### config.mk
export PLATFORM = sky130hd
export DESIGN_NAME = ctrl_pipeline
export DESIGN_NICKNAME = d
export VERILOG_FILES = /design/src/rtl/lc3b_types.sv /design/src/rtl/ctrl_pipeline_hazard_detect.sv /design/src/rtl/ctrl_pipeline.sv
export SDC_FILE = /design/constraint.sdc
export NUM_CORES = 1
export LEC_CHECK = 0
export ABC_AREA = 1
export CAP_MARGIN = 10
export CORE_ASPECT_RATIO = 1.25
export CORE_UTILIZATION = 42
export CTS_CLUSTER_SIZE = 28
export DETAILED_ROUTE_END_ITERATION = 16
export PLACE_DENSITY = 0.81
export SLEW_MARGIN = 10
export SYNTH_ARGS = -nofsm -noshare
export SYNTH_HDL_FRONTEND = slang
export SYNTH_SLANG_ARGS = --single-unit
### constraint.sdc
create_clock -name clk -period 1.6 [get_ports clk]
set_clock_uncertainty 0.05 [all_clocks]
set_input_delay 0.24 -clock clk [delete_from_list [all_inputs] [get_ports clk]]
set_output_delay 0.24 -clock clk [all_outputs]
set_load 0.01 [all_outputs]
### src/rtl/lc3b_types.sv
// rtl/lc3b_types.sv - shared control word, bubble constant and stage record for the LC-3b pipeline
package lc3b_types;

    // Decoded control word carried down the pipeline with each instruction
    typedef struct packed {
        logic [3:0] opcode;
        logic [1:0] alu_op;
        logic       load_pc;
        logic       load_ir;
        logic       load_mar;
        logic       load_mdr;
        logic       cc_load;
        logic       regFile_load;
        logic       mem2_read;
        logic       mem2_write;
    } lc3b_control;

    // Bubble control word: no load, read, write or register/cc update
    localparam lc3b_control CTRL_NOP = '0;

    // One pipeline stage register: control word, valid bit and destination register
    typedef struct packed {
        lc3b_control ctrl;
        logic        valid;
        logic [2:0]  dest;
    } stage_t;

    localparam stage_t STAGE_NOP = '{ctrl: CTRL_NOP, valid: 1'b0, dest: 3'd0};

endpackage

### src/rtl/ctrl_pipeline_hazard_detect.sv
// rtl/ctrl_pipeline_hazard_detect.sv - memory-busy, load-use and branch redirect steering
module hazard_detect (
    input  logic       rst,
    input  logic       ex_valid,
    input  logic       ex_mem2_read,
    input  logic       ex_regfile_load,
    input  logic [2:0] ex_dest,
    input  logic       mem_valid,
    input  logic       mem_mem2_read,
    input  logic       mem_mem2_write,
    input  logic       id_valid,
    input  logic [2:0] id_sr1,
    input  logic [2:0] id_sr2,
    input  logic       id_sr2_used,
    input  logic       mem2_resp,
    input  logic       br_taken,
    output logic       stage_hold,
    output logic       ex_bubble,
    output logic       wb_bubble,
    output logic       pipe_stall,
    output logic       id_flush
);

    logic mem_busy;
    logic load_use;
    logic br_redirect;

    assign mem_busy = mem_valid & (mem_mem2_read | mem_mem2_write) & ~mem2_resp;

    assign load_use = ex_valid & ex_mem2_read & ex_regfile_load & id_valid &
                      ((ex_dest == id_sr1) | (id_sr2_used & (ex_dest == id_sr2)));

    // A redirect only counts when a real instruction sits in MEM and memory is not stalling it
    assign br_redirect = br_taken & mem_valid & ~mem_busy;

    // Priority: memory stall freezes everything, then branch redirect, then load-use bubble
    always_comb begin
        stage_hold = 1'b0;
        ex_bubble  = 1'b0;
        wb_bubble  = 1'b0;
        pipe_stall = 1'b0;
        id_flush   = 1'b0;
        if (!rst) begin
            if (mem_busy) begin
                stage_hold = 1'b1;
                wb_bubble  = 1'b1;
                pipe_stall = 1'b1;
            end else if (br_redirect) begin
                ex_bubble = 1'b1;
                id_flush  = 1'b1;
            end else if (load_use) begin
                ex_bubble  = 1'b1;
                pipe_stall = 1'b1;
            end
        end
    end

endmodule

### src/rtl/ctrl_pipeline.sv
// rtl/ctrl_pipeline.sv - EX/MEM/WB control pipeline with stall, flush and stall counting
module ctrl_pipeline
    import lc3b_types::*;
#(
    parameter int CNT_W = 16
) (
    input  logic             clk,
    input  logic             rst,
    input  lc3b_control      id_ctrl,
    input  logic             id_valid,
    input  logic [2:0]       id_dest,
    input  logic [2:0]       id_sr1,
    input  logic [2:0]       id_sr2,
    input  logic             id_sr2_used,
    input  logic             mem2_resp,
    input  logic             br_taken,
    output lc3b_control      ex_ctrl,
    output logic             ex_valid,
    output lc3b_control      mem_ctrl,
    output logic             mem_valid,
    output lc3b_control      wb_ctrl,
    output logic             wb_valid,
    output logic [2:0]       wb_dest,
    output logic             pipe_stall,
    output logic             id_flush,
    output logic [CNT_W-1:0] stall_count
);

    stage_t ex_q;
    stage_t mem_q;
    stage_t wb_q;

    logic stage_hold;
    logic ex_bubble;
    logic wb_bubble;

    hazard_detect u_hazard (
        .rst             (rst),
        .ex_valid        (ex_q.valid),
        .ex_mem2_read    (ex_q.ctrl.mem2_read),
        .ex_regfile_load (ex_q.ctrl.regFile_load),
        .ex_dest         (ex_q.dest),
        .mem_valid       (mem_q.valid),
        .mem_mem2_read   (mem_q.ctrl.mem2_read),
        .mem_mem2_write  (mem_q.ctrl.mem2_write),
        .id_valid        (id_valid),
        .id_sr1          (id_sr1),
        .id_sr2          (id_sr2),
        .id_sr2_used     (id_sr2_used),
        .mem2_resp       (mem2_resp),
        .br_taken        (br_taken),
        .stage_hold      (stage_hold),
        .ex_bubble       (ex_bubble),
        .wb_bubble       (wb_bubble),
        .pipe_stall      (pipe_stall),
        .id_flush        (id_flush)
    );

    // EX stage: hold on memory stall, bubble on redirect/load-use, else take ID
    always_ff @(posedge clk) begin
        if (rst) begin
            ex_q <= STAGE_NOP;
        end else if (!stage_hold) begin
            if (ex_bubble) begin
                ex_q <= STAGE_NOP;
            end else begin
                ex_q <= '{ctrl: id_ctrl, valid: id_valid, dest: id_dest};
            end
        end
    end

    // MEM stage: hold on memory stall, else take EX
    always_ff @(posedge clk) begin
        if (rst) begin
            mem_q <= STAGE_NOP;
        end else if (!stage_hold) begin
            mem_q <= ex_q;
        end
    end

    // WB stage: bubble while MEM waits on memory, else take MEM
    always_ff @(posedge clk) begin
        if (rst) begin
            wb_q <= STAGE_NOP;
        end else if (wb_bubble) begin
            wb_q <= STAGE_NOP;
        end else begin
            wb_q <= mem_q;
        end
    end

    // Saturating count of stalled cycles
    always_ff @(posedge clk) begin
        if (rst) begin
            stall_count <= '0;
        end else if (pipe_stall && (stall_count != {CNT_W{1'b1}})) begin
            stall_count <= stall_count + 1'b1;
        end
    end

    assign ex_ctrl   = ex_q.ctrl;
    assign ex_valid  = ex_q.valid;
    assign mem_ctrl  = mem_q.ctrl;
    assign mem_valid = mem_q.valid;
    assign wb_ctrl   = wb_q.ctrl;
    assign wb_valid  = wb_q.valid;
    assign wb_dest   = wb_q.dest;

endmodule

==> results.toml <==
[final_layout]
fin_nets = 555
antenna_cells = 0
stdcell_area_um2 = 4710
synthToLayoutAreaGrowth_pct = 52.1
regArea_um2 = 1420
drive_gt1_share_pct = 23.4
final_util_pct = 66.7
stdcell_count = 620
multi_input_area_um2 = 1280
fillers = 569

[die]
die_w_um = 78.8
core_area_um2 = 7060
initial_core_util_pct = 43.8
die-height_um = 98.0
num_rows = 34
num_io_pins = 95
die_area_um2 = 7720

[global_route]
grtUsageMet3_pct = 7.57
busiest_layer = "met2"
grt_max_degree = 34
grt_overflow = 0
grt_pass1_vias = 2816
antenna_found_initial = 0
use_met2_pct = 37.1
use_met1_pct = 23.8
grt_first_pass_wirelength_mm = 12.6
grt.total_usage_pct = 21.1

[detailed_routing]
drcViolationCount = 0
vias = 3001
firstDrtPassIters = 4
routed_wl_mm = 8.51
first_iter_violations = 116
route.antenna.remaining_nets = 0
vias_per_cell = 4.84
routedWlPerCell_um = 13.7

[clock_tree]
clock_latency_ns = 0.34
cts-htree-levels = 3
clock-root-buffer = "clkbuf_8"
cts_tree = "done"
path_clk_slew_ns = 0.07
ctsLongestPathBuffers = 2
hold_buffers = 0
cts_sinks = 70
cts-buffers-inserted = 9

[worst_hold_path]
hp-class = "reg2reg"

[timing]
fin_crit_sh_pct = 112
finalMaxSlewViolations = 0
hold_viol_final = 0
finalSetupViolCount = 20
fmax_mhz = 556
rsz0062_at_grt = "yes"
fin_ws_ns = -0.199
worst_pin_slew_ns = 0.340
max_slew_margin_pct = 77.3
finalWorstPathRequiredPeriod_ns = 1.80

[synth]
synth_edf_count = 0
async_reset_ff_share_pct = 0
syn_inst = 408
synth_area_leaders = "dfxtp_1 (45%), nand2_1 (8.7%), buf_4 (7.0%)"
ys_types = 27
ys_top_cells_by_count = "nand2_1 (72), dfxtp_1 (70), inv_1 (56), nor2_1 (44), buf_4 (29)"
yosysSeqAreaShare_pct = 45.3
syn_area_um2 = 3100
yosysMostFrequentCell = "nand2_1"
ys_ff_latch = 70
synth.top_cell.area_share_pct = 45.3
synth_nets = 438
yosys.area.top_type = "dfxtp_1"
post_synth.cell_area_avg_um2 = 7.59
synth_warnings = 0
ys.flop_type = "dfxtp_1"

[placed_design]
hpwl_mm = 5.73
place_inst = 594
dpl_cell_area_um2 = 4220
io_buffers = 94
place.gp.congestion = 0.890

[power_and_ir_drop]
power_leakage_nw = 2.06
p_per_area_nw_per_um2 = 820
ir_worst_vdd_mv = 0.510

[critical_path]
cp-start-kind = "input pin"
worstPathRequired_ns = 1.31
r2r_setup_slack_ns = -0.07
cp_data_arrival_time_ns = 1.51
setup.worst_path.end_class = "primary output"
crit_fanout = 2
critical_path_class = "in2out"

[outcome]
run_status = "finished with violations"
failed_checks = "setup timing"

[job]
cap_violations = 0
==> power breakdown <==
part	internal (mW)	switching [mW]	leakage, nW
Clock	0.882	0.693	0.106
Combinational	0.243	0.204	1.38
Sequential	1.81	0.0317	0.579
==> sequential cells by signal (all words and copies together) (netlist names) <==
name and cells:
mem_q 3, mem_valid 1, wb_valid 1, ex_ctrl 14
ex_valid 1, wb_dest 3, wb_ctrl 14, stall_count 16
mem_ctrl 14, ex_q 3
==> what timing repair did <==
action                     4_1_cts  5_1_grt
buffers inserted                 3        4
gates resized for setup         48       32
cloned                           0        3
hold endpoints to repair         0        0
setup endpoints to repair       59       45
pin swaps                        5       12
==> kinds of logic after synthesis <==
family,after synthesis,share of synthesized area (%)
AOI/OAI and AO/OA,47,8.41
adders and majority gates,1,0.404
DFF,70,45.3
and+or+nand+nor,177,26.5
buffers and inverters,106,17.4
xor gates and xnor gates,7,1.98
==> cells in the final DEF (no fill, tap or decap) <==
cell              n
clkdlybuf4s50_1  70
nand2_1          69
inv_1            56
dfxtp_1          56
buf_4            45
nor2_1           41
nand3_1          28
dlygate4sd2_1    18
nand4_1          17
o21ai_1          14
dfxtp_2          14
o22ai_1          13
a21oi_1          11
clkbuf_8          9
nor2_4            8
inv_2             7
buf_6             7
nand2_2           5
o22ai_2           5
xnor2_1           4
nor2_2            4
dlymetal6s2s_1    4
xor2_1            3
buf_12            3
nand3_4           2
o21ai_0           2
clkinvlp_4        2
bufinv_16         2
clkbuf_16         2
nor3_4            1
a21boi_2          1
nand2_8           1
nand4_4           1
o21ai_2           1
ha_4              1
inv_6             1
clkinv_2          1
clkinv_4          1
==> per-layer routing <==
metal  vias to the layer above  wire length, um
met4                         0               49
met1                      1375             3380
li1                       1505                -
met3                         6              689
met2                       115             4380
met5                         -                0
==> final cells by class <==
class | instances | share of cell area, %
Multi-Input combinational cell | 232 | 27.3
Clock buffer | 9 | 2.63
Tap cell | 90 | 2.39
Inverter | 63 | 5.02
Sequential cell | 70 | 30.1
Clock inverter | 7 | 2.07
Timing Repair Buffer | 149 | 30.5
==> per-stage QoR <==
| step | total power [mW] | worst slack (ns) | TNS (ns) | hold WS [ns] |
|---|---|---|---|---|
| floorplan | 2.10 | 0.0106 | 0 | 0.321 |
| global placement | 2.28 | -0.573 | -15.30 | 0.376 |
| detailed placement | 2.29 | -0.574 | -17.73 | 0.378 |
| CTS | 3.87 | -0.115 | -0.230 | 0.390 |
| global route | 4.03 | -0.267 | -2.94 | 0.406 |
| finish | 3.86 | -0.199 | -1.05 | 0.388 |
==> critical path, stage by stage <==
cell	delay, ns
clkdlybuf4s50_1	0.47
inv_1	0.06
nand2_1	0.08
nand2_2	0.06
nor2_1	0.09
nand2_1	0.07
nand2_2	0.08
nand2_2	0.06
a21boi_2	0.14
buf_4	0.15
==> worst paths after layout <==
| check | startpoint | endpoint | cells past startpoint |
|---|---|---|---|
| setup / recovery | id_sr2[1] | pipe_stall | 10 |
| hold / removal | mem_q[2] | wb_dest[2] | 2 |
| setup reg to reg | ex_q[0] | stall_count[0] | 14 |
| hold reg to reg | mem_q[2] | wb_dest[2] | 2 |
(Power assumes the default switching activity.)
